**src/rtl/fft_pkg.sv**
```systemverilog
// rtl/fft_pkg.sv - shared widths, rounding/saturation constants and helpers for the stage-3 twiddle multiplier
package fft_pkg;

  localparam int N            = 256;
  localparam int SIZE         = 8;
  localparam int DW           = 16;
  localparam int bit_width_tw = 14;
  localparam int TW_FRAC      = 12;
  localparam int SPAN         = 8;
  localparam int SPAN_LOG2    = $clog2(SPAN);
  localparam int AW           = SIZE - 2;
  localparam int PW           = DW + bit_width_tw;
  localparam int SW           = PW + 1;

  localparam logic signed [DW-1:0] SAT_MAX     = {1'b0, {(DW-1){1'b1}}};
  localparam logic signed [DW-1:0] SAT_MIN     = {1'b1, {(DW-1){1'b0}}};
  localparam logic signed [SW-1:0] ROUND_CONST = SW'(1) << (TW_FRAC - 1);

  // Round half up, then clamp; overflow shows as disagreement among the bits above the DW-1 sign bit
  function automatic logic signed [DW-1:0] round_sat(input logic signed [SW-1:0] x);
    logic signed [SW-1:0] t;
    t = (x + ROUND_CONST) >>> TW_FRAC;
    if (t[SW-1:DW-1] == {(SW-DW+1){t[SW-1]}}) begin
      return t[DW-1:0];
    end else if (t[SW-1]) begin
      return SAT_MIN;
    end else begin
      return SAT_MAX;
    end
  endfunction

  // First half of each twiddle group uses W=1; second half walks the ROM from 0
  function automatic logic [AW-1:0] tw_index(input logic [SIZE-1:0] k);
    if (k[SPAN_LOG2-1]) begin
      return AW'(k[SPAN_LOG2-2:0]);
    end else begin
      return '0;
    end
  endfunction

endpackage

```
**src/rtl/cmul_round_sat.sv**
```systemverilog
// rtl/cmul_round_sat.sv - registered complex multiply by twiddle with round and saturate, 2-cycle latency
module cmul_round_sat
  import fft_pkg::*;
(
  input  logic                           clk,
  input  logic                           rst,
  input  logic                           i_valid,
  input  logic                           i_last,
  input  logic signed [DW-1:0]           i_a,
  input  logic signed [DW-1:0]           i_b,
  input  logic signed [bit_width_tw-1:0] i_c,
  input  logic signed [bit_width_tw-1:0] i_s,
  output logic                           o_valid,
  output logic                           o_last,
  output logic signed [DW-1:0]           o_re,
  output logic signed [DW-1:0]           o_im
);

  logic signed [PW-1:0] w_a, w_b, w_c, w_s;
  logic signed [PW-1:0] r_p_ac, r_p_bs, r_p_as, r_p_bc;
  logic                 r_s1_valid, r_s1_last;
  logic signed [SW-1:0] w_re, w_im;
  logic                 r_valid, r_last;
  logic signed [DW-1:0] r_re, r_im;

  assign w_a = {{(PW-DW){i_a[DW-1]}}, i_a};
  assign w_b = {{(PW-DW){i_b[DW-1]}}, i_b};
  assign w_c = {{(PW-bit_width_tw){i_c[bit_width_tw-1]}}, i_c};
  assign w_s = {{(PW-bit_width_tw){i_s[bit_width_tw-1]}}, i_s};

  always_ff @(posedge clk) begin
    if (rst) begin
      r_s1_valid <= 1'b0;
      r_s1_last  <= 1'b0;
      r_p_ac     <= '0;
      r_p_bs     <= '0;
      r_p_as     <= '0;
      r_p_bc     <= '0;
    end else begin
      r_s1_valid <= i_valid;
      r_s1_last  <= i_valid & i_last;
      if (i_valid) begin
        r_p_ac <= w_a * w_c;
        r_p_bs <= w_b * w_s;
        r_p_as <= w_a * w_s;
        r_p_bc <= w_b * w_c;
      end
    end
  end

  assign w_re = {r_p_ac[PW-1], r_p_ac} - {r_p_bs[PW-1], r_p_bs};
  assign w_im = {r_p_as[PW-1], r_p_as} + {r_p_bc[PW-1], r_p_bc};

  // Data outputs hold across bubbles so the next butterfly sees stable values
  always_ff @(posedge clk) begin
    if (rst) begin
      r_valid <= 1'b0;
      r_last  <= 1'b0;
      r_re    <= '0;
      r_im    <= '0;
    end else begin
      r_valid <= r_s1_valid;
      r_last  <= r_s1_valid & r_s1_last;
      if (r_s1_valid) begin
        r_re <= round_sat(w_re);
        r_im <= round_sat(w_im);
      end
    end
  end

  assign o_valid = r_valid;
  assign o_last  = r_last;
  assign o_re    = r_re;
  assign o_im    = r_im;

endmodule

```
**src/rtl/fft_stage3_twiddle_mult.sv**
```systemverilog
// rtl/fft_stage3_twiddle_mult.sv - stage-3 sample counter, twiddle ROM addressing and complex multiply
module fft_stage3_twiddle_mult
  import fft_pkg::*;
(
  input  logic                           clk,
  input  logic                           rst,
  input  logic                           in_valid,
  input  logic                           in_sof,
  input  logic signed [DW-1:0]           in_re,
  input  logic signed [DW-1:0]           in_im,
  output logic                           tw_en,
  output logic [SIZE-3:0]                tw_addr,
  input  logic signed [bit_width_tw-1:0] tw_cos,
  input  logic signed [bit_width_tw-1:0] tw_sin,
  output logic                           out_valid,
  output logic signed [DW-1:0]           out_re,
  output logic signed [DW-1:0]           out_im,
  output logic                           out_last
);

  logic [SIZE-1:0]      r_cnt;
  logic [SIZE-1:0]      w_k;
  logic                 w_k_last;
  logic                 r_c0_valid;
  logic                 r_c0_last;
  logic signed [DW-1:0] r_c0_re, r_c0_im;

  // A flagged start-of-frame forces k=0 regardless of where the counter is
  assign w_k      = (in_valid && in_sof) ? '0 : r_cnt;
  assign w_k_last = (w_k == SIZE'(N - 1));

  assign tw_en   = in_valid & ~rst;
  assign tw_addr = rst ? '0 : tw_index(w_k);

  always_ff @(posedge clk) begin
    if (rst) begin
      r_cnt      <= '0;
      r_c0_valid <= 1'b0;
      r_c0_last  <= 1'b0;
      r_c0_re    <= '0;
      r_c0_im    <= '0;
    end else begin
      r_c0_valid <= in_valid;
      r_c0_last  <= in_valid & w_k_last;
      if (in_valid) begin
        r_cnt   <= w_k_last ? '0 : w_k + SIZE'(1);
        r_c0_re <= in_re;
        r_c0_im <= in_im;
      end
    end
  end

  // Data registered here lines up with the ROM word that arrives one cycle after tw_en
  cmul_round_sat u_cmul (
    .clk     (clk),
    .rst     (rst),
    .i_valid (r_c0_valid),
    .i_last  (r_c0_last),
    .i_a     (r_c0_re),
    .i_b     (r_c0_im),
    .i_c     (tw_cos),
    .i_s     (tw_sin),
    .o_valid (out_valid),
    .o_last  (out_last),
    .o_re    (out_re),
    .o_im    (out_im)
  );

endmodule

```
**config.mk**
```make
export PLATFORM = sky130hd
export DESIGN_NAME = fft_stage3_twiddle_mult
export DESIGN_NICKNAME = d
export VERILOG_FILES = /design/src/rtl/fft_pkg.sv /design/src/rtl/cmul_round_sat.sv /design/src/rtl/fft_stage3_twiddle_mult.sv
export SDC_FILE = /design/constraint.sdc
export NUM_CORES = 2
export LEC_CHECK = 0
export BUFFER_PORTS_ARGS = -buffer_cell sky130_fd_sc_hd__buf_4
export CAP_MARGIN = 20
export CORE_MARGIN = 4
export CORE_UTILIZATION = 27
export DETAILED_ROUTE_END_ITERATION = 7
export PLACE_DENSITY = 0.44
export SYNTH_ARGS = -nofsm -noshare
export SYNTH_HDL_FRONTEND = slang
export SYNTH_SLANG_ARGS = --single-unit
```
**constraint.sdc**
```tcl
create_clock -name clk -period 7.95 [get_ports clk]
set_clock_uncertainty 0.2 [all_clocks]
set_input_delay 1.1925 -clock clk [delete_from_list [all_inputs] [get_ports clk]]
set_output_delay 1.1925 -clock clk [all_outputs]
set_load 0.02 [all_outputs]
```
==> flow_summary.yaml <==
run_status:
  outcome: "completed"
critical_path:
  cpMaxStageDelayCell: "dfxtp_1"
  crit_fanout: 18
  crit_path_end_kind: "flip-flop"
  slowest_delay_ns: 1.00
  worstSetupPathType: "flip-flop to flip-flop"
  cp_data_required_time_ns: 8.17
  start_kind: "flip-flop"
  cpMostUsedCell: "fa_1"
  cp.arrival_ns: 7.63
timing:
  period_needed_ns: 7.42
  rsz0062_at_grt: "false"
  setup_viol: 0
  finalMaxSlewViolations: 0
  tns_ns: 0
  final_hold_viol_count: 0
  maxSlewHeadroom_pct: 32.4
  finalWorstSetupSlack_ns: 0.531
  worstMarginPinSlew_ns: 1.01
  fmax_mhz: 135
  post-route-period-util_pct: 93.3
yosys:
  muxShareOfSynthArea_pct: 2.71
  synth_top_family_by_area: "adder cells"
  ys.flop_type: "dfxtp_1"
  synth_common_cells: "inv_1, fa_1, and2_1, nand2_1, ha_1"
  synthSimpleGateAreaFrac_pct: 15.6
  async_flop_share_pct: 0
  synth_area_sq_um: 43400
  postSynthAreaPerCell_sq_um: 9.03
  yosysMostFrequentCell: "inv_1"
  synth-xor-area-share_pct: 3.23
  synth.area.top_cells: "fa_1, ha_1, dfxtp_1, inv_1, and2_1"
  ys_ff_latch: 198
  ys_types: 81
  yosys.area.top_type: "fa_1"
  yosysWarnings: 0
  syn_inst: 4803
  synth_compound_area_share_pct: 6.36
  synth_top_cell_area_share_pct: 40.4
  synthAdderAreaFrac_pct: 52.0
  synth_edf_count: 0
  ys_seq_area_share_pct: 9.14
finish:
  multi_input_area_sq_um: 34600
  fin_cells: 6914
  area_growth_pct: 9.50
  fillerInstances: 16900
  seqCellArea_sq_um: 3970
  layout.nets: 6163
  layout-drive-gt1-share_pct: 6.22
pwr:
  power-per-cell-area_nw_per_um2: 280
  power_leakage_nw: 23.4
  ir_drop_v: 0.000197
clock_tree:
  ctsHtreeMaxLevel: 4
  cts_setup_buffers: 0
  clock-sinks: 198
  insertion_delay_ns: 0.54
  cts_root_buf: "clkbuf_16"
  numCtsBuffers: 17
  cts_tree: "built"
  ctsResizeCount: 0
  path_clk_slew_ns: 0.10
  cts_max_path_buffers: 2
  cts_hold_buffers: 0
global_route:
  antenna_found_initial: 14
  grt_use_met3_pct: 2.42
  grt_pass1_wl_mm: 205
  track_usage_pct: 16.1
  grt_start_max_net_pins: 61
  met1_usage_pct: 22.8
  grtUsageMet2_pct: 25.3
  grt-ovfl-total: 0
  grt_pass1_vias: 32800
  busiest_layer: "met2"
floorplan:
  die_y_um: 409
  core_sq_um: 159000
  num_io_pins: 105
  start_util_pct: 27.3
  die_x_um: 409
  dieArea_sq_um: 167000
  fp-row-count: 146
min_path:
  hold_class: "flip-flop to flip-flop"
route:
  wire_per_inst_um: 19.1
  drc: 0
  finalWirelength_mm: 132
  viasPerCell: 4.51
  drt_first_pass_iters: 6
  drtAntennaViolNets: 0
  drtIter0Drc: 1632
  vias: 31200
placement:
  placed_cells: 6877
  dp_hpwl_mm: 109
  port_buffers: 100
  place_ws_ns: 0.133
  gp_congestion: 0.839
run:
  maxCapViolCount: 0
[per-layer routing]
metal  vias to the layer above  part of all wire, %
met4                        14                  3.1
met3                       115                  4.0
li1                      14600                    -
met2                       532                   45
met1                     15900                   48
met5                         -                0.069
[cell type report]
| cell class | instances | share of cell area [%] |
|---|---|---|
| clock buffers | 19 | 0.912 |
| clock inverters | 13 | 0.250 |
| diodes | 5 | 0.0264 |
| repair buffers | 236 | 3.90 |
| flip-flops and latches | 198 | 8.36 |
| well taps | 2072 | 5.46 |
| inverters | 1031 | 8.15 |
| multi-input cells | 3340 | 72.9 |
[per-stage QoR]
stage | power (mW) | hold WS, ns | area (sq um) | utilization [%]
2_1_floorplan | 8.56 | 0.206 | 43400 | -
3_3_place_gp | 12.4 | 0.212 | 46900 | 29.5
3_5_place_dp | 12.4 | 0.213 | 46900 | 29.5
4_1_cts | 13.4 | 0.233 | 47500 | 29.9
5_1_grt | 14.8 | 0.256 | 47500 | 29.9
6_report | 13.3 | 0.227 | 47500 | 29.9
[cells by family after synthesis]
logic type	Yosys count
xor+xnor	160
compound gates	414
buf+inv	1268
simple gates	1370
flops	198
mux	117
fa+ha+maj	1275
other cells	1
[report_power, final]
| part | internal (mW) | switching (mW) | total [mW] | leakage (nW) |
|---|---|---|---|---|
| sequential | 1.16 | 0.185 | 1.34 | 1.62 |
| clock | 0.410 | 0.494 | 0.904 | 0.261 |
| combinational | 4.46 | 6.58 | 11.0 | 21.6 |
| total | 6.03 | 7.26 | 13.3 | 23.4 |
[sequential cells by signal, summed over array words and instances, names as in the netlist]
| register | count |
|---|---|
| r_c0_im | 16 |
| u_cmul.r_p_bs | 30 |
| r_c0_last | 1 |
| u_cmul.o_re | 16 |
| u_cmul.r_s1_valid | 1 |
| u_cmul.r_p_ac | 30 |
| u_cmul.o_last | 1 |
| u_cmul.r_s1_last | 1 |
| u_cmul.r_p_as | 30 |
| u_cmul.r_p_bc | 30 |
| r_c0_re | 16 |
| u_cmul.o_valid | 1 |
| u_cmul.o_im | 16 |
| r_cnt | 8 |
| r_c0_valid | 1 |
[worst paths after layout]
path | startpoint | end | slack [ns] | cells after the start
setup / recovery | r_c0_re[6] | u_cmul.r_p_ac[29] | 0.53 | 25
hold / removal | u_cmul.r_s1_last | u_cmul.o_last | 0.23 | 1
hold reg to reg | u_cmul.r_s1_last | u_cmul.o_last | 0.23 | 1
setup reg to reg | r_c0_re[6] | u_cmul.r_p_ac[29] | 0.53 | 25
[worst max-delay path, delay by kind of cell, from the launching register on]
family,cells,cell delay [ns]
buf+inv,7,0.92
simple gates,3,0.54
compound gates,8,1.61
flops,1,1.00
fa+ha+maj,7,3.02
[cell usage in the layout (no fill, tap or decap), types with 122 or more instances in the layout]
cell        n
nand2_1   454
fa_1      876
a21oi_1   122
nor2_1    265
buf_4     230
dfxtp_1   194
and2_1    471
inv_1    1029
ha_1      399
xnor2_1   122
(Power assumes the default switching activity.)
